===== config.mk =====
export PLATFORM = sky130hd
export DESIGN_NAME = demux_frame_router
export DESIGN_NICKNAME = d
export VERILOG_FILES = /design/src/rtl/demux_frame_router.sv
export SDC_FILE = /design/constraint.sdc
export NUM_CORES = 1
export LEC_CHECK = 0
export BUFFER_PORTS_ARGS = -buffer_cell sky130_fd_sc_hd__buf_2
export CAP_MARGIN = 20
export CELL_PAD_IN_SITES_DETAIL_PLACEMENT = 0
export CELL_PAD_IN_SITES_GLOBAL_PLACEMENT = 2
export CORE_UTILIZATION = 30
export DETAILED_ROUTE_END_ITERATION = 7
export PLACE_DENSITY_LB_ADDON = 0.1
export SYNTH_ARGS = -nofsm -noshare
export SYNTH_HDL_FRONTEND = slang
export SYNTH_SLANG_ARGS = --single-unit

===== constraint.sdc =====
create_clock -name clk -period 1.4 [get_ports clk]
set_input_delay 0.42 -clock clk [delete_from_list [all_inputs] [get_ports clk]]
set_output_delay 0.42 -clock clk [all_outputs]
set_load 0.01 [all_outputs]

===== src/rtl/demux_frame_router.sv =====
// Bit-serial frame parser feeding a 1-to-4 demux: decodes a 2-bit channel onto s1/s0 and streams the payload onto in_o.
// Optional even-parity check is built when DEMUX_ROUTER_PARITY_EN is defined; otherwise parity_err is tied low.
module demux_frame_router #(
    parameter int PAYLOAD_BITS = 8
) (
    input  logic       clk,
    input  logic       rst_n,
    input  logic       rx_valid,
    input  logic       rx_bit,
    output logic       in_o,
    output logic       s1,
    output logic       s0,
    output logic       busy,
    output logic       frame_done,
    output logic       frame_err,
    output logic       parity_err,
    output logic [2:0] dbg_state_o
);

    localparam int CW = $clog2(PAYLOAD_BITS + 1);
    localparam logic [CW-1:0] LAST_IDX = CW'(PAYLOAD_BITS - 1);

    typedef enum logic [2:0] {
        ST_IDLE    = 3'd0,
        ST_ADDR    = 3'd1,
        ST_PAYLOAD = 3'd2,
        ST_PARITY  = 3'd3,
        ST_STOP    = 3'd4
    } state_e;

    state_e        state_q;
    logic [CW-1:0] cnt_q;
    logic          addr_ph_q;
    logic          a1_q;
    logic          in_q;
    logic          s1_q;
    logic          s0_q;
    logic          busy_q;
    logic          done_q;
    logic          ferr_q;
`ifdef DEMUX_ROUTER_PARITY_EN
    logic          par_q;
    logic          perr_q;
`endif

    // Handshake: rx_bit is consumed only on cycles with rx_valid=1; all state holds otherwise.
    always_ff @(posedge clk or negedge rst_n) begin
        if (!rst_n) begin
            state_q   <= ST_IDLE;
            cnt_q     <= '0;
            addr_ph_q <= 1'b0;
            a1_q      <= 1'b0;
            in_q      <= 1'b0;
            s1_q      <= 1'b0;
            s0_q      <= 1'b0;
            busy_q    <= 1'b0;
            done_q    <= 1'b0;
            ferr_q    <= 1'b0;
`ifdef DEMUX_ROUTER_PARITY_EN
            par_q     <= 1'b0;
            perr_q    <= 1'b0;
`endif
        end else begin
            done_q <= 1'b0;
            ferr_q <= 1'b0;
`ifdef DEMUX_ROUTER_PARITY_EN
            perr_q <= 1'b0;
`endif
            if (rx_valid) begin
                case (state_q)
                    ST_IDLE: begin
                        in_q <= 1'b0;
                        if (rx_bit) begin
                            state_q   <= ST_ADDR;
                            busy_q    <= 1'b1;
                            addr_ph_q <= 1'b0;
                        end
                    end
                    ST_ADDR: begin
                        if (!addr_ph_q) begin
                            a1_q      <= rx_bit;
                            addr_ph_q <= 1'b1;
                        end else begin
                            // Both selects load together so the demux never sees a transient channel.
                            s1_q      <= a1_q;
                            s0_q      <= rx_bit;
                            addr_ph_q <= 1'b0;
                            cnt_q     <= '0;
                            state_q   <= ST_PAYLOAD;
`ifdef DEMUX_ROUTER_PARITY_EN
                            par_q     <= a1_q ^ rx_bit;
`endif
                        end
                    end
                    ST_PAYLOAD: begin
                        in_q  <= rx_bit;
                        cnt_q <= cnt_q + CW'(1);
`ifdef DEMUX_ROUTER_PARITY_EN
                        par_q <= par_q ^ rx_bit;
                        if (cnt_q == LAST_IDX) state_q <= ST_PARITY;
`else
                        if (cnt_q == LAST_IDX) state_q <= ST_STOP;
`endif
                    end
`ifdef DEMUX_ROUTER_PARITY_EN
                    ST_PARITY: begin
                        perr_q  <= par_q ^ rx_bit;
                        state_q <= ST_STOP;
                    end
`endif
                    ST_STOP: begin
                        in_q    <= 1'b0;
                        busy_q  <= 1'b0;
                        done_q  <= ~rx_bit;
                        ferr_q  <= rx_bit;
                        state_q <= ST_IDLE;
                    end
                    default: begin
                        state_q <= ST_IDLE;
                        busy_q  <= 1'b0;
                        in_q    <= 1'b0;
                    end
                endcase
            end
        end
    end

    assign in_o        = in_q;
    assign s1          = s1_q;
    assign s0          = s0_q;
    assign busy        = busy_q;
    assign frame_done  = done_q;
    assign frame_err   = ferr_q;
    assign dbg_state_o = state_q;
`ifdef DEMUX_ROUTER_PARITY_EN
    assign parity_err  = perr_q;
`else
    assign parity_err  = 1'b0;
`endif

endmodule


### Word level (Yosys, flattened, before mapping)

Index checks and enable logic that the tools add are counted.

| word-level totals | value |
|---|---|
| bits in registers | 15 |
| input bits | 4 |
| output and inout port bits | 10 |

| cells by class | value |
|---|---|
| add/sub/neg operators | 1 |
| equality and inequality tests | 7 |
| multiplexer cells | 16 |
| bitwise gates (word level) | 4 |
| reduce and logical (&&, ||, !) cells | 11 |

Operators by type and width:

| operator | number |
|---|---|
| 3-bit AND reduction | 5 |
| 3-bit 2-to-1 mux | 3 |
| 3-bit case mux with 3 select lines | 1 |
| 4-bit case mux with 2 select lines | 1 |
| 1-bit 2-to-1 mux | 7 |
| 2-bit inequality test (second input constant) | 3 |
| 1-bit case mux with 2 select lines | 3 |
| 4-bit by 1-bit adder with 4-bit output (second input constant) | 1 |
| 4-bit by 3-bit equality test with 1-bit output (second input constant) | 1 |
| 4-bit 2-to-1 mux | 1 |
| 1-bit NOT | 4 |
| 4-bit AND reduction | 1 |
| 2-bit nonzero test | 2 |
| 3-bit by 1-bit equality test with 1-bit output (second input constant) | 1 |
| 3-bit by 2-bit equality test with 1-bit output (second input constant) | 1 |
| 3-bit equality test (second input constant) | 1 |
| 3-bit zero test | 1 |
| 2-bit AND reduction | 1 |
| 2-bit OR reduction | 1 |

### Longest topological paths before layout

| logic depth | value |
|---|---|
| depth after elaboration | 4 |
| gate-level depth with buffers | 4 |
| mapped depth without buffers | 4 |

### Worst setup path before layout

No wires, ideal clock.

| path | value |
|---|---|
| kind | reg-to-reg |
| from | register state_q[2], in the netlist dbg_state_o[2] |
| to | register cnt_q[2] |
| arrival | 1230 ps |
| data required time | 1276 ps |
| path slack | 46 ps |
| cell stages (with the launch flop) | 5 |
| cell sequence | dfrtp_1 > buf_2 > nand4b_1 > and2_4 > a211o_1 |

| between the ends | value |
|---|---|
| cells in the longest elaborated chain, start to end | 3 |
| elaborated cells on any way between the ends | 6 |
| those cells by class | 3 x eq/ne; 1 x mux; 2 x reduce/logical |

Ends and longest elaborated chain:

| what | line | RTL |
|---|---|---|
| from (decl) | 31 | `state_e state_q;` |
| from (signal assigned) | 49 | `state_q <= ST_IDLE;` |
| from (signal assigned) | 74 | `state_q <= ST_ADDR;` |
| from (signal assigned) | 89 | `state_q <= ST_PAYLOAD;` |
| 3-bit by 1-bit equality test with 1-bit output / 3-bit by 2-bit equality test with 1-bit output (equally long branches) | 70 | `case (state_q)` |
| 2-bit inequality test (no source line) / 2-bit nonzero test (equally long branches) | -- |  |
| 3-bit AND reduction (no source line) | -- |  |
| to (signal assigned) | 97 | `cnt_q <= cnt_q + CW'(1);` |
| to (decl) | 32 | `logic [CW-1:0] cnt_q;` |

Several ways; a longest one is shown, not always the timed one.
A chain may end at the register's enable or synchronous reset.

### Worst setup path in the final report

| path | value |
|---|---|
| from | register state_q[2], in the netlist dbg_state_o[2] |
| to | output port dbg_state_o[2] |

RTL lines:

| what | line | RTL |
|---|---|---|
| to (decl) | 17 | `output logic [2:0] dbg_state_o` |

No word-level cell between the ends.

==> results.md <==
- Synth Flop Type: dfrtp_1
- Unrepaired setup endpoints after global routing: true
- Via density: 5.08
- Die width: 52.2 um
- Util after Layout: 0.423
- Seq/Total Area, Yosys: 0.497
- Setup_tns: 0 ns
- CTS max path bufs: 2
- Met1 track demand over resource: 0.198
- WL/cell: 14.6 um
- H-tree depth: 1
- Synth area leader: dfrtp_1
- Critical path startpoint category: flip-flop
- Launching point of the worst reg2reg path: dbg_state_o[2]
- Global-route wire length before repair: 2.79 mm
- CTS Buf Count: 3
- CTS sink cnt: 15
- Worst hold slack: about 0.018 ns
- Layout cell share with drive strength beyond 1: 0.444
- TritonCTS clock tree: yes
- Cell Chain, Critical Path: buf_6, buf_6
- Syn Area/Cell: 11.1 um^2
- # rows: 17
- Max Cap Viol: 0
- Top-area cell type share of the netlist area: 0.497
- Fin nets: 96
- GP Congestion: 0.742
- Final Hold Viols: 0
- Fin. max-slew vios: 0
- Die Y-Extent: 52.2 um
- Tot GR Track Use: 0.149
- Min-delay worst type: in2async
- Starting Density: 0.329
- GRT overflow: 0
- Crit path kind: reg2out
- Pleak: between 0.4 and 0.5 nW
- EDFF count, synth: 0
- # DRC: 0
- DIE AREA: 2720 um^2
- Most frequent CP cell: buf_6
- Yosys cell types: 36
- Synth Instances: 68
- Largest net degree at the start of global routing: 16
- P per Cell Area: 1710 nW/um^2
- Inst Count DP: 108
- R2R depth: 4
- Leading post-synthesis cells by cell area: dfrtp_1 (50%), mux2_2 (4.5%), a21oi_1 (2.6%), o21ai_0 (2.6%), nor3b_4 (2.5%)
- Slowest stage delay, CP: 0.43 ns
- Slowest cell on crit path: dfrtp_2
- Maximum VDD drop: 989 uV
- Vias in the first global route: 567
- Clock Skews: approximately 0.0058 ns
- Net Count, Synth: 73
- Clock Root Buffer: clkbuf_4
- Crit Path Max Fanout: 2
- Synthesized flop and latch total: 15
- Drt pass-1 iters: 3
- Core ar.: 2300 um^2
- Layout overhead on the synthesized area: 28.5%
- Post-Route WL: roughly 1.7 mm
- Critical Path AT: ~0.94 ns
- RR Endpoint: a1_q
- Critical Path Sink Type: primary output
- DP HPWL: 1.16 mm
- Final Critical Period: 1.36 ns
- Final setup vio count: 0
- FFs w/ async S/R, synth: 1.00
- Layout fillers: approximately 230
- Synthesis Warnings: 0
- # IOs: 14
- Iter 0 DRT Violations: 5
- Antenna violations before repair: 0
- GR Util met2: 0.220
- PortBufs: 12
- Vias post-DR: 599
- Reg2Reg Setup Slack: about 0.070 ns
- Routing usage on met3: 0.0638
- Final WS setup: between 0.04 and 0.05 ns
- Global route hottest layer: met2
- Final period util: 0.968
- Post-route ant nets: 0
- Diodes inserted: 0
- Status: finished, final reports clean
- Dpl ws: -0.0214 ns
- Fmax: roughly 740 MHz
- CTS clk-pin slew, worst paths: around 0.1 ns
- Worst EP required: 0.98 ns
- Worst skew pair latency: 0.29 ns
- Fin cells: 118
- Mapped Area: around 760 um^2
-- per-layer routing --
metal  part of all wire  wire (um)
met5                  0          0
met4             0.0075         13
met3              0.042         72
met2               0.47        805
met1               0.48        831
-- synthesized netlist by cell type, types with 2 or more instances --
| cell type | n |
|---|---|
| nand2_1 | 3 |
| o21ai_0 | 4 |
| nor2_1 | 2 |
| nor2b_1 | 2 |
| mux2_2 | 3 |
| and3_1 | 2 |
| a21oi_1 | 4 |
| dfrtp_1 | 15 |
| inv_1 | 4 |
| o2bb2ai_1 | 2 |
| buf_2 | 2 |
-- layout by cell type, fill, tap and decap left out, types with 2 or more instances in the layout --
master / instances
dfrtp_1: 13
buf_2: 10
buf_6: 6
buf_4: 6
inv_1: 4
o21ai_0: 4
nand2_1: 3
a21oi_1: 3
mux2_2: 3
clkbuf_4: 3
and3_1: 2
nor2_1: 2
nor2b_2: 2
o2bb2ai_1: 2
dfrtp_2: 2
-- cells by family after synthesis --
logic type                 synth area share
DFF                                   0.497
adders and majority gates            0.0166
buffers and inverters                0.0579
xor gates and xnor gates             0.0116
other                               0.00496
and+or+nand+nor                       0.189
muxes                                0.0579
AOI/OAI and AO/OA                     0.166
-- state kept, by name (all words and copies together), names as in the netlist --
signal	count
addr_ph_q	1
cnt_q	4
s0	1
busy	1
in_o	1
frame_err	1
a1_q	1
frame_done	1
dbg_state_o	3
s1	1
-- where the power goes --
| group | leakage (nW) | switching, W | internal (W) |
|---|---|---|---|
| Clock | 0.0177 | 0.000147 | 0.000106 |
| Sequential | 0.189 | 0.000125 | 0.000569 |
| Combinational | 0.257 | 0.000334 | 0.000374 |
| Total | 0.464 | 0.000606 | 0.00105 |
-- worst max-delay path: cells and delay by family (launching register included) --
| family | cells | cell delay [ns] |
|---|---|---|
| buf+inv | 2 | 0.23 |
| flops | 1 | 0.43 |
-- timing repair --
action                     4_1_cts  5_1_grt
cloned                           0        0
setup endpoints to repair        2        7
gates resized for setup          3        9
setup buffers                    3        3
pin swaps                        0        2
hold buffers                     0        0
-- per-stage QoR --
stage,total power (W),cell area (um^2)
2_1_floorplan,0.00111,756
3_3_place_gp,0.00132,852
3_5_place_dp,0.00132,852
4_1_cts,0.00162,911
5_1_grt,0.00180,971
6_report,0.00166,971
-- final cells by class --
| cell class | count | area, um^2 | share of cell area |
|---|---|---|---|
| sequential | 15 | 378 | 0.389 |
| multi-input combinational | 45 | 353 | 0.363 |
| timing repair buffer | 22 | 163 | 0.168 |
| tap | 28 | 35.0 | 0.0361 |
| clock buffer | 3 | 22.5 | 0.0232 |
| inverter | 4 | 15.0 | 0.0155 |
| clock inverter | 1 | 5.00 | 0.00515 |
-- how the worst max path moves through the flow --
stage / startpoint / end / slack (ns) / depth (start not counted)
finish: dbg_state_o[2] / dbg_state_o[2] / 0.04 / 2
CTS: dbg_state_o[2] / cnt_q[3] / 0.003 / 4
detailed placement: rx_valid / a1_q / -0.02 / 4
global placement: rx_valid / a1_q / -0.03 / 4
floorplan: dbg_state_o[2] / cnt_q[2] / 0.05 / 4
global route: dbg_state_o[2] / cnt_q[3] / -0.009 / 5
(Power assumes the default switching activity.)
